<file path="src/rtl/pipe_ctrl.sv">
// pipe_ctrl - stall/flush sequencer for the six-stage pipeline
// (PC, IF, ID, EX, MEM, WB).
//
// Collects per-stage stall requests and exception/ERET events, drives the
// shared pause vector and clear line seen by every pipeline register, and
// supplies the redirect PC. A flush is deferred while an unabortable MEM
// bus transaction is outstanding.
//
// Ports:
//   clk, rst          clock (rising edge), asynchronous active-high reset
//   stallreq_if/id/ex/mem  per-stage stall requests
//   mem_busy          MEM bus transaction in flight (flush must wait)
//   excp_valid        exception/ERET committed at MEM this cycle
//   excp_is_eret      qualifies excp_valid as ERET (highest priority)
//   excp_tlb_refill   qualifies excp_valid as TLB refill
//   cp0_ebase         exception base
//   cp0_epc           ERET return address
//   pause[5:0]        stall vector, bit0=PC ... bit5=WB
//   clear             flush all pipeline registers
//   new_pc            redirect target, valid while clear=1
//   stall_cycles      stall performance counter
//
// Optional feature macro: PIPE_CTRL_STALL_CNT_EN
//   defined   -> stall_cycles counts edges with pause[0]=1 and clear=0
//   undefined -> stall_cycles tied to zero, no counter flops

module pipe_ctrl #(
  parameter logic [31:0] EXC_OFFSET    = 32'h0000_0180,
  parameter logic [31:0] REFILL_OFFSET = 32'h0000_0000,
  parameter int unsigned FLUSH_HOLD    = 1
) (
  input  logic        clk,
  input  logic        rst,
  input  logic        stallreq_if,
  input  logic        stallreq_id,
  input  logic        stallreq_ex,
  input  logic        stallreq_mem,
  input  logic        mem_busy,
  input  logic        excp_valid,
  input  logic        excp_is_eret,
  input  logic        excp_tlb_refill,
  input  logic [31:0] cp0_ebase,
  input  logic [31:0] cp0_epc,
  output logic [5:0]  pause,
  output logic        clear,
  output logic [31:0] new_pc,
  output logic [31:0] stall_cycles
);

  typedef enum logic [1:0] {
    RUN      = 2'd0,
    WAIT_MEM = 2'd1,
    FLUSH    = 2'd2
  } state_t;

  // FLUSH state covers the clear cycles after the first one.
  localparam logic [2:0] HOLD_INIT = 3'(FLUSH_HOLD - 1);
  localparam logic       HOLD_MULTI = (FLUSH_HOLD > 1);

  state_t      r_state, w_state_next;
  logic [2:0]  r_hold, w_hold_next;
  logic [31:0] r_target, w_target_next;
  logic [31:0] w_target;
  logic [5:0]  w_pause;
  logic        w_clear;
  logic [31:0] w_new_pc;

  always_comb begin
    if (excp_is_eret)
      w_target = cp0_epc;
    else if (excp_tlb_refill)
      w_target = cp0_ebase + REFILL_OFFSET;
    else
      w_target = cp0_ebase + EXC_OFFSET;
  end

  always_comb begin
    w_state_next  = r_state;
    w_hold_next   = r_hold;
    w_target_next = r_target;
    w_pause       = '0;
    w_clear       = 1'b0;
    w_new_pc      = '0;
    unique case (r_state)
      RUN: begin
        if (excp_valid) begin
          w_target_next = w_target;
          if (mem_busy) begin
            w_pause      = '1;
            w_state_next = WAIT_MEM;
          end else begin
            w_clear  = 1'b1;
            w_new_pc = w_target;
            if (HOLD_MULTI) begin
              w_state_next = FLUSH;
              w_hold_next  = HOLD_INIT;
            end
          end
        end else if (stallreq_mem) begin
          w_pause = 6'b011111;
        end else if (stallreq_ex) begin
          w_pause = 6'b001111;
        end else if (stallreq_id) begin
          w_pause = 6'b000111;
        end else if (stallreq_if) begin
          w_pause = 6'b000011;
        end
      end
      WAIT_MEM: begin
        if (mem_busy) begin
          w_pause = '1;
        end else begin
          w_clear  = 1'b1;
          w_new_pc = r_target;
          if (HOLD_MULTI) begin
            w_state_next = FLUSH;
            w_hold_next  = HOLD_INIT;
          end else begin
            w_state_next = RUN;
          end
        end
      end
      FLUSH: begin
        w_clear     = 1'b1;
        w_new_pc    = r_target;
        w_hold_next = r_hold - 3'd1;
        if (r_hold <= 3'd1)
          w_state_next = RUN;
      end
      default: w_state_next = RUN;
    endcase
  end

  always_ff @(posedge clk or posedge rst) begin
    if (rst) begin
      r_state  <= RUN;
      r_hold   <= '0;
      r_target <= '0;
    end else begin
      r_state  <= w_state_next;
      r_hold   <= w_hold_next;
      r_target <= w_target_next;
    end
  end

  // Outputs are combinational from state and inputs; force them low
  // while reset is asserted so stall requests cannot leak through.
  assign pause  = rst ? '0 : w_pause;
  assign clear  = rst ? 1'b0 : w_clear;
  assign new_pc = rst ? '0 : w_new_pc;

`ifdef PIPE_CTRL_STALL_CNT_EN
  logic [31:0] r_stall_cnt;

  always_ff @(posedge clk or posedge rst) begin
    if (rst)
      r_stall_cnt <= '0;
    else if (pause[0] && !clear)
      r_stall_cnt <= r_stall_cnt + 32'd1;
  end

  assign stall_cycles = r_stall_cnt;
`else
  assign stall_cycles = '0;
`endif

endmodule
</file>
<file path="config.mk">
export PLATFORM = sky130hd
export DESIGN_NAME = pipe_ctrl
export DESIGN_NICKNAME = d
export VERILOG_FILES = /design/src/rtl/pipe_ctrl.sv
export SDC_FILE = /design/constraint.sdc
export NUM_CORES = 1
export LEC_CHECK = 0
export BUFFER_PORTS_ARGS = -buffer_cell sky130_fd_sc_hd__clkbuf_2
export CORE_UTILIZATION = 40
export CTS_CLUSTER_SIZE = 25
export DETAILED_ROUTE_END_ITERATION = 10
export PLACE_DENSITY = 0.8
export REMOVE_ABC_BUFFERS = 1
export SLEW_MARGIN = 30
export SYNTH_ARGS = -nofsm -noshare
export SYNTH_HDL_FRONTEND = slang
export SYNTH_SLANG_ARGS = --single-unit
</file>
<file path="constraint.sdc">
create_clock -name clk -period 2.05 [get_ports clk]
set_clock_uncertainty 0.15 [all_clocks]
set_input_delay 0.205 -clock clk [delete_from_list [all_inputs] [get_ports clk]]
set_output_delay 0.205 -clock clk [all_outputs]
set_load 0.02 [all_outputs]
</file>
==> flow_metrics.tcl, run 1 <==
set metrics [dict create \
    path_cells "buf_6 -> nand4_1 -> buf_4 -> or4_4 -> o31a_1 -> nor2_2 -> o21ai_2 -> buf_6" \
    n_antenna_cell 0 \
    syn_area_per_cell_sq_um 7.81 \
    place.gp.congestion 0.842 \
    synth_seq_cells 33 \
    reg2reg_to "r_target[12]" \
    violations "negative setup slack" \
    cts.clk_slew.worst_paths_ps 70 \
    nNetsFinal 609 \
    rows 30 \
    drv_slew 0 \
    finalWirelength_microns 9860 \
    first_iter_violations 174 \
    port_buffers 112 \
    crit_top_cell "buf_6" \
    reg2reg_slack_ps 560 \
    syn_to_final_growth_pct 58.6 \
    ir_worst_vdd_mv 0.299 \
    yosysTopAreaCellShare 0.290 \
    yosysMostFrequentCell "nand2_1" \
    path_delay_family "simple AND/OR/NAND/NOR gates" \
    async_flop_share 1.00 \
    die_area_sq_mm 0.00747 \
    tns_ps -891 \
    holdPathStages 3 \
    clk_latency_ps 280 \
    power_leakage_nw 2.23 \
    post-place-ws_ps -408 \
    chipHeight_microns 86.4 \
    holdCritStartpoint "cp0_epc[8]" \
    crit_arrival_ps 1850 \
    r2r-start "r_state[0]" \
    yosysWarnings 0 \
    setup_viol 11 \
    core_area_sq_mm 0.00683 \
    setup_ws_ps -152 \
    cts_buffers 5 \
    max_freq_ghz 0.454 \
    pin_count 145 \
    synth-main-ff-cell "dfrtp_1" \
    cap_viol_max_count 0 \
    hold_violations 0 \
    finalPower_mw 2.09 \
    netlist_instances 365 \
    clk_root_buffer_cell "clkbuf_8" \
    first_pass_iters 4 \
    post-route-min-period_ps 2200 \
    synth_largest_area_cell "dfrtp_1" \
    powerDensity_mw_per_mm2 461 \
    cp.depth 8 \
    tritoncts "done" \
    crit_path_end_kind "primary output" \
    cp.required_ps 1690 \
    via_per_inst 5.23 \
    crit_type "in -> out" \
    cp_slowest_stage_delay_ps 490 \
    antenna_left 0 \
    start_util 0.417 \
    hpwl_microns 6690 \
    synth.cell_area_sq_mm 0.00285 \
    finalCritPeriodShare 1.07 \
    cts_buffer_depth 2 \
    synth.top_cells.by_area "dfrtp_1, buf_4, nand2_1" \
    layout-drive-gt1-share 0.477 \
    rr_worst_depth 4 \
    grt_usage 0.243 \
    die_w_microns 86.4 \
    synth_cell_type_count 53 \
    grt.overflow.total 0 \
    grt_max_degree 50 \
    synth_common_cells "nand2_1, buf_4, dfrtp_1" \
    seq_area_frac_synth 0.290 \
    h-tree-depth 2 \
    worst_path_max_delay_cell "or4_4" \
    vias 3302 \
    hold_path.class "in -> reg" \
    start_kind "input port" \
    startpoint "cp0_ebase[19]" \
    antenna_found_initial 0 \
    place_inst 598 \
    grt_pass1_wl_microns 14200 \
    cts.sinks 33 \
    synth-edff-count 0 \
    cp_num_buf_inv 3 \
    rsz0062_at_grt "true" \
    final_cell_count_no_fill 631 \
    status "finished, violations left" \
    routedWlPerCell_microns 15.6 \
    grt_pass1_vias 2995 \
    drc 0 \
    crit_end "new_pc[30]" \
    crit_fanout 5 \
]
-- area by class of cell --
type	count	area (sq um)
repair buffers	185	1350
fillers	579	2310
well taps	96	120
inverters	6	27.5
clock buffers	6	72.6
multi-input cells	303	2110
flip-flops and latches	33	827
clock inverters	2	10.0
-- worst register-to-register path, stage by stage (launching register included) --
cell	delay (ps)
dfrtp_2	450
nor2b_4	160
buf_6	150
buf_4	130
mux2_2	320
-- sequential cells by signal, summed over array words and instances, names as in the netlist --
register  flops
r_target     32
r_state       1
-- what timing repair did --
| action | 4_1_cts | 5_1_grt |
|---|---|---|
| pin swaps | 27 | 37 |
| gates cloned | 1 | 1 |
| setup buffers | 12 | 10 |
| resized for setup | 68 | 107 |
| endpoints found under the setup margin | 31 | 32 |
| hold endpoints to repair | 33 | 0 |
| hold buffers | 1 | 0 |
-- how the worst min path moves through the flow --
stage / to / slack, ps
global placement: r_target[14] / 240
floorplan: r_state[0] / 180
detailed placement: r_target[14] / 240
global route: r_target[7] / 70
finish: r_target[8] / 40
CTS: r_target[9] / 40
-- power by group --
part | switching [mW] | internal (mW)
Combinational | 0.445 | 0.361
Sequential | 0.0526 | 0.747
Clock | 0.244 | 0.235
-- per-layer routing --
metal,part of all wire,vias up,global-route usage
li1,-,1565,-
met5,0,-,0
met4,0.013,0,0.0530
met3,0.049,16,0.0295
met1,0.41,1581,0.320
met2,0.53,140,0.429
-- per-stage QoR --
stage / util / area (sq um) / hold slack (ps)
2_1_floorplan: - / 2580 / 184
4_1_cts: 0.600 / 4100 / 43.1
3_5_place_dp: 0.531 / 3630 / 245
5_1_grt: 0.662 / 4520 / 65.3
6_report: 0.662 / 4520 / 40.7
3_3_place_gp: 0.531 / 3630 / 236
-- kinds of logic after synthesis --
group	after synthesis	synth area share
fa+ha+maj	1	0.00439
simple gates	144	0.243
compound gates	93	0.212
xor+xnor	18	0.0553
flops	33	0.290
other cells	1	0.00132
mux	14	0.0505
buf+inv	61	0.144
-- layout by cell type, fill, tap and decap left out, types with 4 or more instances in the layout --
cell,count
xnor2_2,6
nor2_4,4
o211ai_1,6
nand2_1,62
nor4_4,5
o21ai_1,18
nand4_1,4
mux2i_1,10
buf_2,5
a21oi_1,17
nor2_2,5
buf_6,24
buf_4,73
buf_8,5
nand3_1,5
clkbuf_2,73
clkbuf_8,5
a2bb2oi_1,4
xor2_1,6
nor2_1,19
conb_1,32
o21ai_0,12
dfrtp_1,32
xnor2_1,6
o221ai_1,4
a21o_1,8
Power figures use the tool's default switching activity.
==> inputs of run 2 (changes only) <==
--- a/config.mk
+++ b/config.mk
@@ -10,7 +10,7 @@
 export CTS_CLUSTER_SIZE = 25
 export DETAILED_ROUTE_END_ITERATION = 10
 export PLACE_DENSITY = 0.8
-export REMOVE_ABC_BUFFERS = 1
+export RECOVER_POWER = 25
 export SLEW_MARGIN = 30
 export SYNTH_ARGS = -nofsm -noshare
 export SYNTH_HDL_FRONTEND = slang
==> flow_metrics.tcl, run 2 (synthesized netlist as in run 1, its figures left out) <==
set metrics [dict create \
    status "finished, violations left" \
    violations "negative setup slack" \
    h-tree-depth 2 \
    drc 0 \
    post-route-min-period_ps 2190 \
    crit_arrival_ps 1840 \
    reg2reg_slack_ps 320 \
    clk_latency_ps 280 \
    pin_count 145 \
    rsz0062_at_grt "true" \
    hold_ws_ps 35.1 \
    grt_use_met3 0.0457 \
    slew-limit-headroom 0.415 \
    port_buffers 112 \
    syn_to_final_growth_pct 51.3 \
    die_area_sq_mm 0.00747 \
    rr_worst_depth 7 \
    first_iter_violations 153 \
    antenna_found_initial 0 \
    drv_slew 0 \
    grt_pass1_vias 2955 \
    max_freq_ghz 0.456 \
    vias 3275 \
    rows 30 \
    cts.sinks 33 \
    power_leakage_nw 2.16 \
    largest_reg_flops 32 \
    die_w_microns 86.4 \
    holdPathStages 3 \
    antenna_left 0 \
    hpwl_microns 6420 \
    finalWirelength_microns 9710 \
    via_per_inst 5.27 \
    reg_top3 "r_target x32, r_state x1" \
    chipHeight_microns 86.4 \
    grt.overflow.total 0 \
    final_util 0.631 \
    cap_viol_max_count 0 \
    hold_path.class "in -> reg" \
    core_area_sq_mm 0.00683 \
    cp.required_ps 1690 \
    gr-usage-met1 0.292 \
    clk_root_buffer_cell "clkbuf_8" \
    crit_type "in -> out" \
    fill_cells 580 \
    start_kind "input port" \
    register_area_sq_um 827 \
    powerDensity_mw_per_mm2 493 \
    grt_max_degree 34 \
    regMostFlops "r_target" \
    worst_pin_slew_ps 878 \
    tritoncts "done" \
    start_util 0.417 \
    routedWlPerCell_microns 15.6 \
    cts.clk_slew.worst_paths_ps 70 \
    r2r-start "r_state[0]" \
    grt_busiest_layer "met2" \
    hold_end "r_target[8]" \
    met2_usage 0.408 \
    crit_fanout 7 \
    setup_viol 9 \
    holdCritStartpoint "cp0_epc[8]" \
    grt_usage 0.237 \
    final_common_cell "clkbuf_2" \
    grt_pass1_wl_microns 13700 \
    multi_input_area_sq_mm 0.00205 \
    hold_violations 0 \
    crit_path_end_kind "primary output" \
    layout-drive-gt1-share 0.461 \
    place.gp.congestion 0.881 \
    reg2reg_to "r_target[20]" \
    ir_worst_vdd_mv 0.219 \
    nNetsFinal 599 \
    n_antenna_cell 0 \
    placed_area_sq_mm 0.00359 \
    finalCritPeriodShare 1.07 \
    setup_ws_ps -141 \
    first_pass_iters 4 \
    final_cell_area_sq_mm 0.00431 \
    cts_buffers 5 \
    cts_buffer_depth 2 \
    final_cell_mix "clkbuf_2, buf_4, nand2_1, conb_1, dfrtp_1" \
]
run 2: cell count changes in the layout (fill, tap and decap cells not counted), moves of 2 or more:
cell | before | now
buf_2 | 5 | 3
buf_4 | 73 | 67
buf_6 | 24 | 12
clkbuf_2 | 73 | 87
clkbuf_8 | 5 | 7
nor2_2 | 5 | 7
nor2_4 | 4 | 1
nor4_1 | 0 | 2
nor4_4 | 5 | 3
o21ai_0 | 12 | 16
o21ai_1 | 18 | 15
xnor2_1 | 6 | 4
xnor2_2 | 6 | 8
run 2: where the power goes:
part	internal, mW	switching (mW)
registers	0.748	0.0570
logic	0.333	0.438
clock network	0.304	0.248
run 2: area by class of cell:
cell class / instances / share of cell area
clock inverter: 1 / 0.00116
sequential: 33 / 0.192
clock buffer: 7 / 0.0223
multi-input combinational: 302 / 0.476
inverter: 6 / 0.00638
timing repair buffer: 176 / 0.274
tap: 96 / 0.0279
run 2: how the worst max path moves through the flow:
stage	from	slack, ps	endpoint
2_1_floorplan	cp0_ebase[15]	-10	new_pc[26]
3_3_place_gp	cp0_ebase[15]	-230	new_pc[27]
3_5_place_dp	cp0_ebase[15]	-230	new_pc[27]
4_1_cts	cp0_ebase[20]	-160	new_pc[27]
5_1_grt	excp_tlb_refill	-240	new_pc[19]
6_report	cp0_ebase[20]	-140	new_pc[28]
run 2: layer usage:
layer	wire length [microns]	share of wire
met5	0	0
met4	266	0.027
met3	686	0.071
met2	4960	0.51
met1	3800	0.39
run 2: what timing repair did:
item | CTS | global route
hold endpoints to repair | 33 | 0
pin swaps | 19 | 27
resized for setup | 43 | 84
hold buffers | 1 | 0
buffers inserted | 11 | 9
endpoints found under the setup margin | 21 | 34
run 2: critical path: stages:
cell,delay [ps]
buf_6,80
nand4_1,120
or4_4,550
o311a_1,360
a221oi_2,230
o21ai_1,120
buf_4,170
run 2: metrics by stage:
stage	TNS, ps	worst slack (ps)	cells	power, mW
6_report	-749	-141	621	2.13
5_1_grt	-2000	-237	621	2.24
4_1_cts	-990	-156	612	2.05
3_5_place_dp	-2550	-235	592	1.45
3_3_place_gp	-2270	-230	592	1.43
2_1_floorplan	-13.2	-13.2	396	1.24
==> inputs of run 3 (changes only) <==
==> constraint.sdc (replaced) <==
create_clock -name clk -period 2.75 [get_ports clk]
set_clock_uncertainty 0.15 [all_clocks]
set_input_delay 0.275 -clock clk [delete_from_list [all_inputs] [get_ports clk]]
set_output_delay 0.275 -clock clk [all_outputs]
set_load 0.02 [all_outputs]
==> flow_metrics.tcl, run 3 (synthesized netlist as in run 1, its figures left out) <==
set metrics [dict create \
    status "finished, final reports clean" \
    cp_slowest_stage_delay_ps 380 \
    finalCritPeriodShare 0.941 \
    crit_arrival_ps 2160 \
    slew-limit-headroom 0.443 \
    die_w_microns 86.4 \
    cts_buffer_depth 2 \
    nNetsFinal 544 \
    crit_type "in -> out" \
    largest_reg_flops 32 \
    hold_path.class "in -> reg" \
    crit_fanout 5 \
    cts.sinks 33 \
    regMostFlops "r_target" \
    via_per_inst 5.18 \
    tns_ps 0 \
    antenna_left 0 \
    hold_violations 0 \
    first_iter_violations 100 \
    clk_latency_ps 270 \
    hold_ws_ps 111 \
    first_pass_iters 4 \
    cts_resized 0 \
    cp_num_buf_inv 3 \
    rsz0062_at_grt "false" \
    h-tree-depth 2 \
    hpwl_microns 6190 \
    drc 0 \
    post-route-min-period_ps 2590 \
    cap_viol_max_count 0 \
    grt_usage 0.211 \
    cts_setup_buffers 0 \
    die_area_sq_mm 0.00747 \
    post-place-ws_ps 210 \
    setup_viol 0 \
    drv_slew 0 \
    port_buffers 112 \
    worst_pin_slew_ps 835 \
    postCtsHoldBufs 1 \
    grt_pass1_wl_microns 12300 \
    setup_ws_ps 164 \
    powerDensity_mw_per_mm2 407 \
    rows 30 \
    vias 2931 \
    finalPower_mw 1.39 \
    tritoncts "done" \
    place_inst 557 \
    syn_to_final_growth_pct 19.7 \
    final_util 0.499 \
    start_util 0.417 \
    grt_pass1_vias 2641 \
    placed_area_sq_mm 0.00332 \
    finalWirelength_microns 7960 \
    pin_count 145 \
    path_cells "clkbuf_2 -> inv_1 -> ha_1 -> nand4bb_1 -> nor3_1 -> nand4_1 -> xnor2_1 -> o21ai_0 -> clkbuf_2" \
    start_kind "input port" \
    crit_path_end_kind "primary output" \
    final_cell_mix "clkbuf_2, nand2_1, dfrtp_1, conb_1, nor2_1" \
    max_freq_ghz 0.387 \
    cts.clk_slew.worst_paths_ps 70 \
    core_area_sq_mm 0.00683 \
    clk_root_buffer_cell "clkbuf_8" \
    n_antenna_cell 0 \
    antenna_found_initial 0 \
    grt_max_degree 38 \
    cts_buffers 5 \
    reg2reg_slack_ps 1170 \
    cp.required_ps 2330 \
    crit_top_cell "clkbuf_2" \
    routedWlPerCell_microns 14.1 \
    power_leakage_nw 1.70 \
    final_common_cell "clkbuf_2" \
    chipHeight_microns 86.4 \
    reg_top3 "r_target x32, r_state x1" \
    final_cell_area_sq_mm 0.00341 \
    worst_path_max_delay_cell "nor3_1" \
    layout-drive-gt1-share 0.294 \
    path_delay_family "simple AND/OR/NAND/NOR gates" \
    place.gp.congestion 0.885 \
    final_cell_count_no_fill 566 \
    ir_worst_vdd_mv 0.213 \
    grt.overflow.total 0 \
]
-- run 3: cell types whose count changed in the layout (fill, tap and decap cells not counted), sizes merged --
cell | before | now
clkinv | 1 | 2
clkbuf | 95 | 119
buf | 87 | 7
-- run 3: worst paths after layout --
path,startpoint,cells past startpoint,end
max,cp0_ebase[7],9,new_pc[23]
min,cp0_epc[8],3,r_target[8]
max reg2reg,r_state[0],3,r_target[23]
min reg2reg,r_target[16],2,r_target[16]
max in group asynchronous,rst,4,r_target[28]
min in group asynchronous,rst,4,r_target[21]
-- run 3: area by class of cell --
type / instances / area (sq um)
fill: 704 / 3420
clock buffer: 6 / 72.6
multi-input combinational: 302 / 1730
timing repair buffer: 121 / 627
inverter: 6 / 22.5
tap: 96 / 120
clock inverter: 2 / 10.0
sequential: 33 / 826
-- run 3: metal layers --
metal,wire length (microns),track usage,share of wire,vias to the layer above
li1,-,-,-,1428
met1,3450,0.280,0.43,1371
met2,3900,0.356,0.49,126
met3,540,0.0333,0.068,6
met4,66,0.0636,0.0083,0
met5,0,0,0,-
-- run 3: power by group --
part	leakage, nW	switching, mW	total [mW]	internal (mW)
clock	0.0450	0.174	0.349	0.175
sequential	0.404	0.0380	0.595	0.557
combinational	1.25	0.279	0.443	0.164
-- run 3: worst min-delay path, cell delays in order --
cell and delay (ps):
clkbuf_2 80, o211ai_1 90, nand2_1 60
